`src/rtl/stepgen_pkg.sv`:
```
// Shared types and defaults for the multi-channel step/dir pulse generator.
package stepgen_pkg;

    localparam int FREQ_W               = 32;
    localparam int PULSE_CYCLES_DEF     = 64;
    localparam int DIR_SETUP_CYCLES_DEF = 32;

    typedef enum logic [1:0] {
        ST_IDLE  = 2'd0,
        ST_SETUP = 2'd1,
        ST_HIGH  = 2'd2,
        ST_LOW   = 2'd3
    } step_state_t;

    // Unsigned magnitude of a two's-complement word; the most negative value maps to 2^(W-1).
    function automatic logic [FREQ_W-1:0] freq_mag(input logic [FREQ_W-1:0] f);
        return f[FREQ_W-1] ? (~f + 1'b1) : f;
    endfunction

    function automatic int max_int(input int a, input int b);
        return (a > b) ? a : b;
    endfunction

endpackage

```
`src/rtl/stepgen_channel.sv`:
```
// One step/dir channel: phase accumulator, pending-request latch, pulse FSM and position counter.
module stepgen_channel
    import stepgen_pkg::*;
#(
    parameter int PULSE_CYCLES     = PULSE_CYCLES_DEF,
    parameter int DIR_SETUP_CYCLES = DIR_SETUP_CYCLES_DEF
) (
    input  logic              clk,
    input  logic              srst,
    input  logic [FREQ_W-1:0] freq_cmd,
    input  logic              run,
    input  logic              overrun_clr,
    output logic              stp,
    output logic              dir,
    output logic [FREQ_W-1:0] feedback,
    output logic              overrun
);

    localparam int CNT_W = $clog2(max_int(PULSE_CYCLES, DIR_SETUP_CYCLES) + 1);
    localparam logic [CNT_W-1:0] PULSE_LAST = CNT_W'(PULSE_CYCLES - 1);
    localparam logic [CNT_W-1:0] SETUP_LAST = CNT_W'(DIR_SETUP_CYCLES - 1);

    step_state_t       state_reg, state_next;
    logic [CNT_W-1:0]  cnt_reg, cnt_next;
    logic [FREQ_W-1:0] acc_reg, acc_next;
    logic              carry_reg, carry_next;
    logic              carry_dir_reg, carry_dir_next;
    logic              pending_reg, pending_next;
    logic              pend_dir_reg, pend_dir_next;
    logic              dir_reg, dir_next;
    logic              stp_reg;
    logic [FREQ_W-1:0] feedback_reg, feedback_next;
    logic              overrun_reg, overrun_next;

    logic [FREQ_W:0]   sum;
    logic [FREQ_W-1:0] feedback_step;
    logic              req;
    logic              consume;

    assign sum           = {1'b0, acc_reg} + {1'b0, freq_mag(freq_cmd)};
    assign feedback_step = dir_reg ? (feedback_reg - 1'b1) : (feedback_reg + 1'b1);
    // The carry is registered alongside acc, so a request is seen one edge after the wrap.
    assign req           = carry_reg & run;

    always_comb begin
        state_next    = state_reg;
        cnt_next      = cnt_reg;
        dir_next      = dir_reg;
        feedback_next = feedback_reg;
        consume       = 1'b0;
        case (state_reg)
            ST_IDLE: begin
                // Requests left over when run drops are discarded, never started.
                if (pending_reg && run) begin
                    consume  = 1'b1;
                    cnt_next = '0;
                    if (pend_dir_reg == dir_reg) begin
                        state_next    = ST_HIGH;
                        feedback_next = feedback_step;
                    end else begin
                        state_next = ST_SETUP;
                        dir_next   = pend_dir_reg;
                    end
                end
            end
            ST_SETUP: begin
                if (cnt_reg == SETUP_LAST) begin
                    state_next    = ST_HIGH;
                    cnt_next      = '0;
                    feedback_next = feedback_step;
                end else begin
                    cnt_next = cnt_reg + 1'b1;
                end
            end
            ST_HIGH: begin
                if (cnt_reg == PULSE_LAST) begin
                    state_next = ST_LOW;
                    cnt_next   = '0;
                end else begin
                    cnt_next = cnt_reg + 1'b1;
                end
            end
            ST_LOW: begin
                if (cnt_reg == PULSE_LAST) begin
                    state_next = ST_IDLE;
                    cnt_next   = '0;
                end else begin
                    cnt_next = cnt_reg + 1'b1;
                end
            end
            default: begin
                state_next = ST_IDLE;
                cnt_next   = '0;
            end
        endcase
    end

    always_comb begin
        pending_next   = pending_reg;
        pend_dir_next  = pend_dir_reg;
        overrun_next   = overrun_reg;
        acc_next       = '0;
        carry_next     = 1'b0;
        carry_dir_next = carry_dir_reg;
        if (!run) begin
            pending_next = 1'b0;
        end else if (req) begin
            pending_next  = 1'b1;
            pend_dir_next = carry_dir_reg;
        end else if (consume) begin
            pending_next = 1'b0;
        end
        if (req && pending_reg && !consume) begin
            overrun_next = 1'b1;
        end else if (overrun_clr) begin
            overrun_next = 1'b0;
        end
        if (run) begin
            acc_next       = sum[FREQ_W-1:0];
            carry_next     = sum[FREQ_W];
            carry_dir_next = freq_cmd[FREQ_W-1];
        end
    end

    always_ff @(posedge clk) begin
        if (srst) begin
            state_reg     <= ST_IDLE;
            cnt_reg       <= '0;
            acc_reg       <= '0;
            carry_reg     <= 1'b0;
            carry_dir_reg <= 1'b0;
            pending_reg   <= 1'b0;
            pend_dir_reg  <= 1'b0;
            dir_reg       <= 1'b0;
            stp_reg       <= 1'b0;
            feedback_reg  <= '0;
            overrun_reg   <= 1'b0;
        end else begin
            state_reg     <= state_next;
            cnt_reg       <= cnt_next;
            acc_reg       <= acc_next;
            carry_reg     <= carry_next;
            carry_dir_reg <= carry_dir_next;
            pending_reg   <= pending_next;
            pend_dir_reg  <= pend_dir_next;
            dir_reg       <= dir_next;
            stp_reg       <= (state_next == ST_HIGH);
            feedback_reg  <= feedback_next;
            overrun_reg   <= overrun_next;
        end
    end

    assign stp      = stp_reg;
    assign dir      = dir_reg;
    assign feedback = feedback_reg;
    assign overrun  = overrun_reg;

endmodule

```
`src/rtl/stepgen_nch.sv`:
```
// Multi-channel step/dir generator: NUM_CH independent channels sharing fault, overrun clear and ena.
module stepgen_nch
    import stepgen_pkg::*;
#(
    parameter int NUM_CH           = 5,
    parameter int PULSE_CYCLES     = PULSE_CYCLES_DEF,
    parameter int DIR_SETUP_CYCLES = DIR_SETUP_CYCLES_DEF
) (
    input  logic                     clk,
    input  logic                     rst,
    input  logic [FREQ_W*NUM_CH-1:0] freq_cmd,
    input  logic [NUM_CH-1:0]        enable,
    input  logic                     error,
    input  logic                     overrun_clr,
    output logic [NUM_CH-1:0]        stp,
    output logic [NUM_CH-1:0]        dir,
    output logic [FREQ_W*NUM_CH-1:0] feedback,
    output logic [NUM_CH-1:0]        overrun,
    output logic                     ena
);

    logic ena_reg;

    always_ff @(posedge clk) begin
        if (rst) begin
            ena_reg <= 1'b0;
        end else begin
            ena_reg <= (|enable) & ~error;
        end
    end

    assign ena = ena_reg;

    generate
        for (genvar gi = 0; gi < NUM_CH; gi++) begin : gen_ch
            logic run;
            assign run = enable[gi] & ~error;

            stepgen_channel #(
                .PULSE_CYCLES    (PULSE_CYCLES),
                .DIR_SETUP_CYCLES(DIR_SETUP_CYCLES)
            ) u_ch (
                .clk        (clk),
                .srst       (rst),
                .freq_cmd   (freq_cmd[gi*FREQ_W +: FREQ_W]),
                .run        (run),
                .overrun_clr(overrun_clr),
                .stp        (stp[gi]),
                .dir        (dir[gi]),
                .feedback   (feedback[gi*FREQ_W +: FREQ_W]),
                .overrun    (overrun[gi])
            );
        end
    endgenerate

endmodule

```
`config.mk`:
```
export PLATFORM = sky130hd
export DESIGN_NAME = stepgen_nch
export DESIGN_NICKNAME = d
export VERILOG_FILES = /design/src/rtl/stepgen_pkg.sv /design/src/rtl/stepgen_channel.sv /design/src/rtl/stepgen_nch.sv
export SDC_FILE = /design/constraint.sdc
export NUM_CORES = 2
export LEC_CHECK = 0
export ABC_AREA = 0
export CORE_MARGIN = 1
export CORE_UTILIZATION = 30
export CTS_BUF_LIST = sky130_fd_sc_hd__clkbuf_8
export CTS_CLUSTER_DIAMETER = 50
export DETAILED_ROUTE_END_ITERATION = 8
export HOLD_SLACK_MARGIN = 0.12
export PLACE_DENSITY = 0.54
export SLEW_MARGIN = 25
export SYNTH_ARGS = -nofsm -noshare
export SYNTH_HDL_FRONTEND = slang
export SYNTH_SLANG_ARGS = --single-unit
export TNS_END_PERCENT = 100
```
`constraint.sdc`:
```
create_clock -name clk -period 7.71 [get_ports clk]
set_input_delay 1.9275 -clock clk [delete_from_list [all_inputs] [get_ports clk]]
set_output_delay 1.9275 -clock clk [all_outputs]
set_load 0.01 [all_outputs]
```
==> impl_results.md <==
* Status: completed
* Final nets at approximately 5000
* Critical path depth in cells at 17
* FF+latch area at 8030 µm²
* Worst Path Required at 8.29 ns
* Mapped Cells at between 4000 and 5000
* Worst Path Buf+Inv at 1
* Final hold viol count at 0
* Synth Area per Inst at between 7 and 8 µm²
* Area grow syn2layout at 21.0%
* Max cap viols at 0
* Crit Path Max Fanout at 8
* Share of cells above drive strength 1 at 0.0540
* Clk pin slew, worst setup/hold paths at roughly 0.06 ns
* Initial antenna violation count at 1
* Critical Path Most Common Cell: or4_1
* # rows at between 100 and 150
* Die area at 109000 µm²
* Setup TNS at 0 ns
* IO Count at approximately 350
* Synthesis-stage register bit count at 401
* DR iter-0 viols at roughly 1500
* Post-Route WL at between 90 and 100 mm
* GRT Total Usage at 0.165
* DR vias/cell at between 5 and 6
* CP Launch Type: primary input
* Reg2Reg Setup Slack at about 3.2 ns
* CP delay by family, top: compound AO/OA/AOI/OAI gates
* Min-Delay Path Class: flop to flop
* Worst R2R Path Depth at 12
* Clock latency on the worst-skew pair at 0.73 ns
* Core Area at between 100000 and 150000 µm²
* Cts bufs inserted at 94
* Antenna viol nets, final at 0
* CTS root buf: clkbuf_8
* CTS tree: built
* Most frequent cells in the layout: 433 x nand2_1, 419 x a21oi_1, 401 x dfxtp_1
* CP endpoint kind: flop
* Max-slew violations at 0
* Critical path arrival at ~7.0 ns
* Post-synth ARST share at 0
* # fillers at approximately 11000
* Fin util at 0.368
* Tmin final at about 6.4 ns
* Peak supply drop at roughly 0.00011 V
* HPWL Detailed at between 60 and 70 mm
* Yosys warning total at 0
* Leading cell type in the layout, fill and taps excluded: nand2_1
* Initial Util at 0.304
* RSZ-0062 raised after global routing: no
* Slowest Stage Delay on Critical Path at 0.59 ns
* Die height at 330 µm
* Clock tree buffer depth at 3
* Post-cts repair resize count at 0
* Vias in the first global route at roughly 29000
* Multi-input logic area at about 23000 µm²
* Max transition margin at 0.445
* Worst slew pin tran at 0.811 ns
* Via count at about 30000
* Power Dens Cells at 149 nW/µm²
* # clock sinks at 401
* FMAX at approximately 160 MHz
* Residual DRC at 0
* Routed len/inst at ~16 µm
* Setup Skew at between 0.04 and 0.05 ns
* Worst r2r src: gen_ch[2].u_ch.dir
* Worst setup path endpoint: gen_ch[4].u_ch.carry_reg
* Grt total ovfl at 0
* Lkg Pwr at about 17 nW
* Top_reg_cell synth: dfxtp_1
* RePlAce Congestion at around 0.84
* Setup Crit Path Kind: primary input to flop
* Pre-Repair DR Iteration Count at 5
* Net Count, Synth at 4663
* Setup Fix Bufs, Post-CTS at 0
* First-pass GRT wire length at about 150 mm
* Sequential share of the synthesized area at 0.249
* Hold buffer count at CTS at 0
* Port bufs at 344
* Hold_ws at roughly 0.46 ns
* Slowest CP cell: or4_1
* R2R Path End: gen_ch[2].u_ch.feedback[30]
* Period utilization at 0.834
* Critical path launch point: freq_cmd[133]
* Setup Viol. Count Final at 0
* DIE WIDTH at between 300 and 400 µm
* Post-synth EDFFs at 0
* Distinct cell type count after synthesis at between 70 and 80
* Pin count of the biggest net entering global routing at 148
* H-Tree Depth at 3
* Cell area after synthesis at ~32000 µm²
* Worst-path cell chain: clkdlybuf4s50_1, or4_1, or4_1, or4_1, nand2b_1, o31ai_1, xnor2_1, ha_1, a21o_1, a2111oi_0, o21ai_0, o22ai_1, o22ai_1, a41oi_1, a21oi_1, o21ai_0, a21oi_1
## worst min path at each step
stage          depth (start not counted)                         start                          end  slack (ns)
2_1_floorplan                          2        gen_ch[4].u_ch.overrun       gen_ch[4].u_ch.overrun        0.43
3_3_place_gp                           2        gen_ch[4].u_ch.overrun       gen_ch[4].u_ch.overrun        0.44
3_5_place_dp                           2        gen_ch[4].u_ch.overrun       gen_ch[4].u_ch.overrun        0.45
4_1_cts                                2  gen_ch[2].u_ch.carry_dir_reg  gen_ch[2].u_ch.pend_dir_reg        0.46
5_1_grt                                2     gen_ch[4].u_ch.cnt_reg[1]    gen_ch[4].u_ch.cnt_reg[1]        0.49
6_report                               2  gen_ch[2].u_ch.carry_dir_reg  gen_ch[2].u_ch.pend_dir_reg        0.46
## per-layer routing
| metal | global-route usage | vias up | part of all wire |
|---|---|---|---|
| met5 | 0 | - | 0 |
| met4 | 0.0485 | 0 | 0.020 |
| met3 | 0.0337 | 113 | 0.050 |
| met2 | 0.271 | 451 | 0.45 |
| met1 | 0.216 | 14000 | 0.48 |
| li1 | - | 15713 | - |
## logic make-up after synthesis
kind of cell,after synthesis,share of synthesized area
adders and majority gates,350,0.138
and+or+nand+nor,1434,0.216
buffers and inverters,262,0.0323
muxes,23,0.00729
AOI/OAI and AO/OA,1291,0.254
xor gates and xnor gates,383,0.104
DFF,401,0.249
## cells in the mapped netlist (72+ instances only)
cell        n  area (µm²)
nand2_1   434        1630
a21oi_1   419        2100
dfxtp_1   401        8030
nor2_1    363        1360
ha_1      340        4250
xnor2_1   294        2570
o21ai_0   262        1310
a21o_1    170        1280
clkbuf_1  137         514
inv_1      95         357
nand3_1    90         450
xor2_1     89         780
nor3_1     82         410
nor2b_1    72         450
## worst register-to-register path, stage by stage (launching register included)
cell	delay, ns
dfxtp_1	0.37
buf_4	0.43
ha_1	0.43
nor2b_1	0.16
o31ai_1	0.47
a211oi_1	0.25
o31ai_1	0.46
a2111oi_0	0.21
a211oi_1	0.42
o21ai_0	0.26
a2111oi_0	0.55
mux2i_1	0.24
o21ai_0	0.09
## power by group
part | internal, mW | switching (mW) | total [mW] | leakage [nW]
combinational | 0.436 | 0.546 | 0.981 | 12.2
clock | 1.58 | 1.13 | 2.71 | 1.10
sequential | 2.11 | 0.0149 | 2.13 | 3.24
## final cells by class
cell class              instances  area share
multi-input cells            3481       0.595
flip-flops and latches        401       0.206
repair buffers                372      0.0939
well taps                    1391      0.0446
clock buffers                 114      0.0402
clock inverters                53      0.0120
inverters                      95     0.00913
diodes                          1   0.0000641
## through the flow
| step | total power [mW] | setup slack [ns] | std cells | cell area (µm²) |
|---|---|---|---|---|
| 3_5_place_dp | 3.15 | 0.598 | 5740 | 37000 |
| 6_report | 5.82 | 1.28 | 5908 | 39000 |
| 2_1_floorplan | 2.86 | 1.53 | 4144 | 32300 |
| 4_1_cts | 5.96 | 1.41 | 5907 | 39000 |
| 3_3_place_gp | 3.15 | 0.607 | 5740 | 37000 |
| 5_1_grt | 6.16 | 1.03 | 5908 | 39000 |
Power figures use the tool's default switching activity.
